<file path="config.mk">
export PLATFORM = sky130hd
export DESIGN_NAME = parking_exit_gate
export DESIGN_NICKNAME = d
export VERILOG_FILES = /design/src/rtl/parking_pkg.sv /design/src/rtl/parking_occupancy_counter.sv /design/src/rtl/parking_exit_gate.sv
export SDC_FILE = /design/constraint.sdc
export NUM_CORES = 1
export LEC_CHECK = 0
export ABC_AREA = 1
export CAP_MARGIN = 10
export CORE_MARGIN = 3
export CORE_UTILIZATION = 55
export CTS_BUF_LIST = sky130_fd_sc_hd__clkbuf_8
export CTS_CLUSTER_DIAMETER = 40
export DETAILED_ROUTE_END_ITERATION = 12
export GPL_TIMING_DRIVEN = 1
export PLACE_DENSITY = 0.9
export SYNTH_ARGS = -nofsm -noshare
export SYNTH_HDL_FRONTEND = slang
export SYNTH_SLANG_ARGS = --single-unit
export TNS_END_PERCENT = 10
</file>
<file path="constraint.sdc">
create_clock -name clk -period 2.74 [get_ports clk]
set_input_delay 0.411 -clock clk [delete_from_list [all_inputs] [get_ports clk]]
set_output_delay 0.411 -clock clk [all_outputs]
set_load 0.1 [all_outputs]
</file>
<file path="src/rtl/parking_pkg.sv">
// Shared car-park gate definitions: FSM state encoding and the 4-bit status display codes.
// Used by both the entry and exit barrier controllers.
package parking_pkg;

    typedef enum logic [2:0] {
        ST_IDLE  = 3'd0,
        ST_WAIT  = 3'd1,
        ST_WRONG = 3'd2,
        ST_OPEN  = 3'd3,
        ST_BLOCK = 3'd4
    } gate_state_t;

    localparam logic [3:0] DISP_IDLE  = 4'b1000;
    localparam logic [3:0] DISP_WAIT  = 4'b1001;
    localparam logic [3:0] DISP_WRONG = 4'b1011;
    localparam logic [3:0] DISP_OPEN  = 4'b1100;
    localparam logic [3:0] DISP_BLOCK = 4'b1111;

    function automatic logic [3:0] state_display(input gate_state_t s);
        logic [3:0] d;
        case (s)
            ST_IDLE:  d = DISP_IDLE;
            ST_WAIT:  d = DISP_WAIT;
            ST_WRONG: d = DISP_WRONG;
            ST_OPEN:  d = DISP_OPEN;
            ST_BLOCK: d = DISP_BLOCK;
            default:  d = DISP_IDLE;
        endcase
        return d;
    endfunction

endpackage

</file>
<file path="src/rtl/parking_occupancy_counter.sv">
// Saturating up/down car counter for the lot; inc and dec together cancel out.
// full is a plain compare on the registered count.
module parking_occupancy_counter #(
    parameter int CAPACITY = 15,
    parameter int CNT_W    = 4
) (
    input  logic             clk,
    input  logic             rst,
    input  logic             inc,
    input  logic             dec,
    output logic [CNT_W-1:0] count,
    output logic             full
);

    localparam logic [CNT_W-1:0] CAP = CNT_W'(CAPACITY);
    localparam logic [CNT_W-1:0] ONE = CNT_W'(1);

    logic [CNT_W-1:0] count_reg;
    logic [CNT_W-1:0] count_next;

    always_comb begin
        count_next = count_reg;
        if (inc && !dec && (count_reg != CAP)) begin
            count_next = count_reg + ONE;
        end else if (dec && !inc && (count_reg != '0)) begin
            count_next = count_reg - ONE;
        end
    end

    always_ff @(posedge clk or posedge rst) begin
        if (rst) begin
            count_reg <= '0;
        end else begin
            count_reg <= count_next;
        end
    end

    assign count = count_reg;
    assign full  = (count_reg == CAP);

endmodule

</file>
<file path="src/rtl/parking_exit_gate.sv">
// Exit-side barrier controller: code check, barrier FSM, and ownership of lot occupancy.
// Define PARK_EXIT_TIMEOUT_EN to let an unused open barrier fall back to IDLE.
module parking_exit_gate
    import parking_pkg::*;
#(
    parameter logic [1:0] EXIT_CODE      = 2'b01,
    parameter int          WAIT_CYCLES    = 4,
    parameter int          CAPACITY       = 15,
    parameter int          CNT_W          = 4,
    parameter int          TIMEOUT_CYCLES = 16
) (
    input  logic             clk,
    input  logic             rst,
    input  logic             inner_sensor,
    input  logic             outer_sensor,
    input  logic [1:0]       exit_code,
    input  logic             entry_pulse,
    output logic             green_LED,
    output logic             red_LED,
    output logic [3:0]       display_screen,
    output logic [CNT_W-1:0] occupancy,
    output logic             lot_full,
    output logic             exit_pulse
);

    generate
        if (CAPACITY < 1 || CAPACITY >= (2 ** CNT_W) || WAIT_CYCLES < 1 || TIMEOUT_CYCLES < 1)
        begin : g_param_check
            $error("parking_exit_gate: illegal parameter combination");
        end
    endgenerate

    localparam int             WAIT_W    = (WAIT_CYCLES > 1) ? $clog2(WAIT_CYCLES) : 1;
    localparam logic [WAIT_W-1:0] WAIT_LAST = WAIT_W'(WAIT_CYCLES - 1);
    localparam logic [WAIT_W-1:0] WAIT_ONE  = WAIT_W'(1);

    gate_state_t       state_reg;
    gate_state_t       state_next;
    logic [WAIT_W-1:0] wait_cnt_reg;
    logic              green_reg;
    logic              red_reg;
    logic [3:0]        disp_reg;
    logic              exit_pulse_reg;

    logic code_ok;
    logic wait_done;
    logic exit_event;
    logic timeout_hit;

    assign code_ok   = (exit_code == EXIT_CODE);
    assign wait_done = (wait_cnt_reg == WAIT_LAST);

`ifdef PARK_EXIT_TIMEOUT_EN
    localparam int           TO_W    = (TIMEOUT_CYCLES > 1) ? $clog2(TIMEOUT_CYCLES) : 1;
    localparam logic [TO_W-1:0] TO_LAST = TO_W'(TIMEOUT_CYCLES - 1);
    localparam logic [TO_W-1:0] TO_ONE  = TO_W'(1);

    logic [TO_W-1:0] timeout_cnt_reg;

    // Counts consecutive OPEN cycles; any excursion (e.g. via BLOCK) restarts it.
    always_ff @(posedge clk or posedge rst) begin
        if (rst) begin
            timeout_cnt_reg <= '0;
        end else if (state_reg == ST_OPEN && state_next == ST_OPEN) begin
            timeout_cnt_reg <= timeout_cnt_reg + TO_ONE;
        end else begin
            timeout_cnt_reg <= '0;
        end
    end

    assign timeout_hit = (timeout_cnt_reg == TO_LAST);
`else
    assign timeout_hit = 1'b0;
`endif

    always_comb begin
        state_next = state_reg;
        exit_event = 1'b0;
        case (state_reg)
            ST_IDLE: begin
                if (inner_sensor) begin
                    state_next = ST_WAIT;
                end
            end
            ST_WAIT: begin
                if (wait_done) begin
                    state_next = code_ok ? ST_OPEN : ST_WRONG;
                end
            end
            ST_WRONG: begin
                if (code_ok) begin
                    state_next = ST_OPEN;
                end else if (!inner_sensor) begin
                    state_next = ST_IDLE;
                end
            end
            ST_OPEN: begin
                // Tailgater check wins over the normal exit.
                if (inner_sensor && outer_sensor) begin
                    state_next = ST_BLOCK;
                end else if (outer_sensor) begin
                    state_next = ST_IDLE;
                    exit_event = 1'b1;
                end else if (timeout_hit) begin
                    state_next = ST_IDLE;
                end
            end
            ST_BLOCK: begin
                if (code_ok) begin
                    state_next = ST_OPEN;
                end
            end
            default: begin
                state_next = ST_IDLE;
            end
        endcase
    end

    always_ff @(posedge clk or posedge rst) begin
        if (rst) begin
            state_reg      <= ST_IDLE;
            wait_cnt_reg   <= '0;
            green_reg      <= 1'b0;
            red_reg        <= 1'b0;
            disp_reg       <= 4'b0000;
            exit_pulse_reg <= 1'b0;
        end else begin
            state_reg      <= state_next;
            wait_cnt_reg   <= (state_reg == ST_WAIT && state_next == ST_WAIT)
                              ? wait_cnt_reg + WAIT_ONE : '0;
            exit_pulse_reg <= exit_event;
            disp_reg       <= state_display(state_reg);
            // Indicators follow the present state, so they lag state entry by one cycle.
            case (state_reg)
                ST_IDLE: begin
                    green_reg <= 1'b0;
                    red_reg   <= 1'b0;
                end
                ST_WAIT: begin
                    green_reg <= 1'b0;
                    red_reg   <= 1'b1;
                end
                ST_WRONG: begin
                    green_reg <= 1'b0;
                    red_reg   <= ~red_reg;
                end
                ST_OPEN: begin
                    green_reg <= ~green_reg;
                    red_reg   <= 1'b0;
                end
                ST_BLOCK: begin
                    green_reg <= 1'b0;
                    red_reg   <= ~red_reg;
                end
                default: begin
                    green_reg <= 1'b0;
                    red_reg   <= 1'b0;
                end
            endcase
        end
    end

    parking_occupancy_counter #(
        .CAPACITY (CAPACITY),
        .CNT_W    (CNT_W)
    ) u_occupancy (
        .clk   (clk),
        .rst   (rst),
        .inc   (entry_pulse),
        .dec   (exit_event),
        .count (occupancy),
        .full  (lot_full)
    );

    assign green_LED      = green_reg;
    assign red_LED        = red_reg;
    assign display_screen = disp_reg;
    assign exit_pulse     = exit_pulse_reg;

endmodule

</file>
==> out/qor.yml <==
clock_tree:
  h-tree-depth: 1
  cts_setup_buffers: 0
  cts_made_buffers: 3
  cts.clk_slew.worst_paths_ns: 0.07
  cts_sinks: 16
  cts_resized: 0
  cts_tree: "built"
  cts_hold_buf: 0
  clk_latency_ns: 0.26
  ctsRootBufferMaster: "clkbuf_8"
  clk_path_buf_depth: 2
route:
  highest_layer: "met4"
  dr_total_vias: 716
  m1WireLength_um: 728
  dr_wl_met3_um: 107
  dr.pass1.iters: 4
  wire_per_inst_um: 12.2
  drc_errors: 0
  met2_length_um: 828
  dr.first_iter.drc_count: 12
  ant_nets: 0
  wl_um: 1700
  vias_per_cell: 5.11
sta:
  period_minus_slack_ns: 2.02
  fmax_ghz: 0.495
  rsz0062_at_grt: "no"
  slew_viol_final: 0
  fin_worst_skew_ns: 0.00732
  worst_pin_slew_ns: 0.582
  slew_headroom: 0.611
  hold_viol: 0
  fin_tns_setup_ns: 0
  finalCritPeriodShare: 0.738
  finalSetupViolCount: 0
run:
  drv_cap: 0
setup_path:
  worstPathArrival_ns: 2.17
  cp-startpoint: "entry_pulse"
  required_ns: 2.89
  worst_path_max_delay_cell: "clkdlybuf4s50_1"
  cp-start-kind: "primary input"
  end_kind: "flop"
  r2r_cells: 13
  critPathMostFrequentCell: "nand2_1"
  crit_fanout: 8
  r2r-start: "u_occupancy.count[0]"
  crit_chain: "clkdlybuf4s50_1, inv_1, nor2_1, nand2_4, ha_1, nand2_1, nand2_1, nor2_1, inv_1, nand2_1, nand2_1, nand2_1, nand2_1"
  slowest_delay_ns: 0.45
  crit_type: "primary input to flop"
floorplanning:
  coreArea_mm2: 0.00137
  initial_utilization: 0.615
  rows: 13
  io_pins: 19
  die_w_um: 45.1
  dieArea_mm2: 0.00203
  die-height_um: 45.1
min_path:
  hold_depth: 1
  min-delay-start: "green_LED"
  hp-class: "flop to flop"
grt:
  grt_pass1_vias: 688
  grt_overflow_total: 0
  grt_pass1_wl_um: 2880
  gr-usage-all-layers: 0.207
  grt_max_degree: 17
  antenna_found_initial: 0
synth:
  synth-seq-cells: 16
  synth_fp_nets: 114
  syn_area_um2: 841
  avgSynthCellArea_um2: 8.16
  ys_types: 21
  yosys_warnings: 0
  synth.yosys.seq_area_share: 0.476
  syn_inst: 103
finish:
  insertedDiodeCount: 0
  fillers: 100
  fin_cells: 140
  final_common_cell: "nand2_1"
  drive_gt1_frac: 0.224
  final_cell_mix: "33 x nand2_1, 16 x inv_1, 12 x nor2_1, 12 x dfrtp_1, 12 x buf_4"
  syn_to_final_growth_pct: 26.9
  final_nets: 137
  fin_area_mm2: 0.00107
run_status:
  status: "finished clean"
placement:
  gp_congestion: 0.836
  io_buffers: 18
  placedCellCount: 136
  place_area_mm2: 0.00102
  dp_hpwl_um: 1310
-- per-layer routing --
layer  vias to the layer above  GRT usage
met5                         -          0
met4                         0      0.140
met3                         5     0.0677
met2                        24      0.311
met1                       332      0.249
li1                        355          -
-- stage by stage --
step	setup slack (ns)	hold WS, ns	util
3_5_place_dp	0.417	0.427	0.748
6_report	0.719	0.429	0.781
5_1_grt	0.559	0.444	0.781
4_1_cts	0.698	0.435	0.781
3_3_place_gp	0.525	0.413	0.748
2_1_floorplan	0.186	0.324	-
-- cell usage after synthesis --
cell / number / share of area
nand2_1: 33 / 0.15
dfrtp_1: 16 / 0.48
inv_1: 15 / 0.067
nor2_1: 13 / 0.058
nand3_1: 6 / 0.036
ha_1: 3 / 0.045
nand2_2: 2 / 0.015
nor2_2: 2 / 0.015
a21oi_1: 1 / 0.0059
clkinv_2: 1 / 0.0059
conb_1: 1 / 0.0045
fa_1: 1 / 0.024
nand2_4: 1 / 0.013
nand3_4: 1 / 0.021
nor3_1: 1 / 0.0059
o21ai_0: 1 / 0.0059
o21ai_1: 1 / 0.0059
o21ai_4: 1 / 0.019
o31ai_1: 1 / 0.0089
o41ai_1: 1 / 0.010
xor2_1: 1 / 0.010
-- cell type report --
cell class | instances | area (um2) | share of cell area
multi-input cells | 71 | 387 | 0.362
clock buffers | 3 | 41.3 | 0.0387
inverters | 16 | 61.3 | 0.0574
flip-flops and latches | 16 | 405 | 0.380
clock inverters | 1 | 3.75 | 0.00352
repair buffers | 18 | 150 | 0.141
well taps | 15 | 18.8 | 0.0176
-- worst max-delay path, delay by kind of cell --
kind | cells | cell delay (ns)
simple gates | 9 | 0.84
fa+ha+maj | 1 | 0.34
buf+inv | 3 | 0.58
-- path summary, 6_finish.rpt --
check / end / slack, ns
min reg2reg: green_LED / 0.43
min: green_LED / 0.43
max reg2reg: u_occupancy.count[3] / 0.81
min in group asynchronous: display_screen[3] / 0.51
max in group asynchronous: u_occupancy.count[3] / 1.81
max: u_occupancy.count[3] / 0.72
-- cell families (layout without fill, tap and decap cells) --
family / Yosys count / in the layout / share of synthesized area
adders and majority gates: 4 / 4 / 0.0685
other: 1 / 1 / 0.00446
AOI/OAI and AO/OA: 6 / 6 / 0.0565
and+or+nand+nor: 59 / 59 / 0.311
xor gates and xnor gates: 1 / 1 / 0.0104
buffers and inverters: 16 / 38 / 0.0729
DFF: 16 / 16 / 0.476
Power is left out: the tool's default activity adds up to more than one toggle a clock period on the data nets, which glitch-free logic cannot reach.
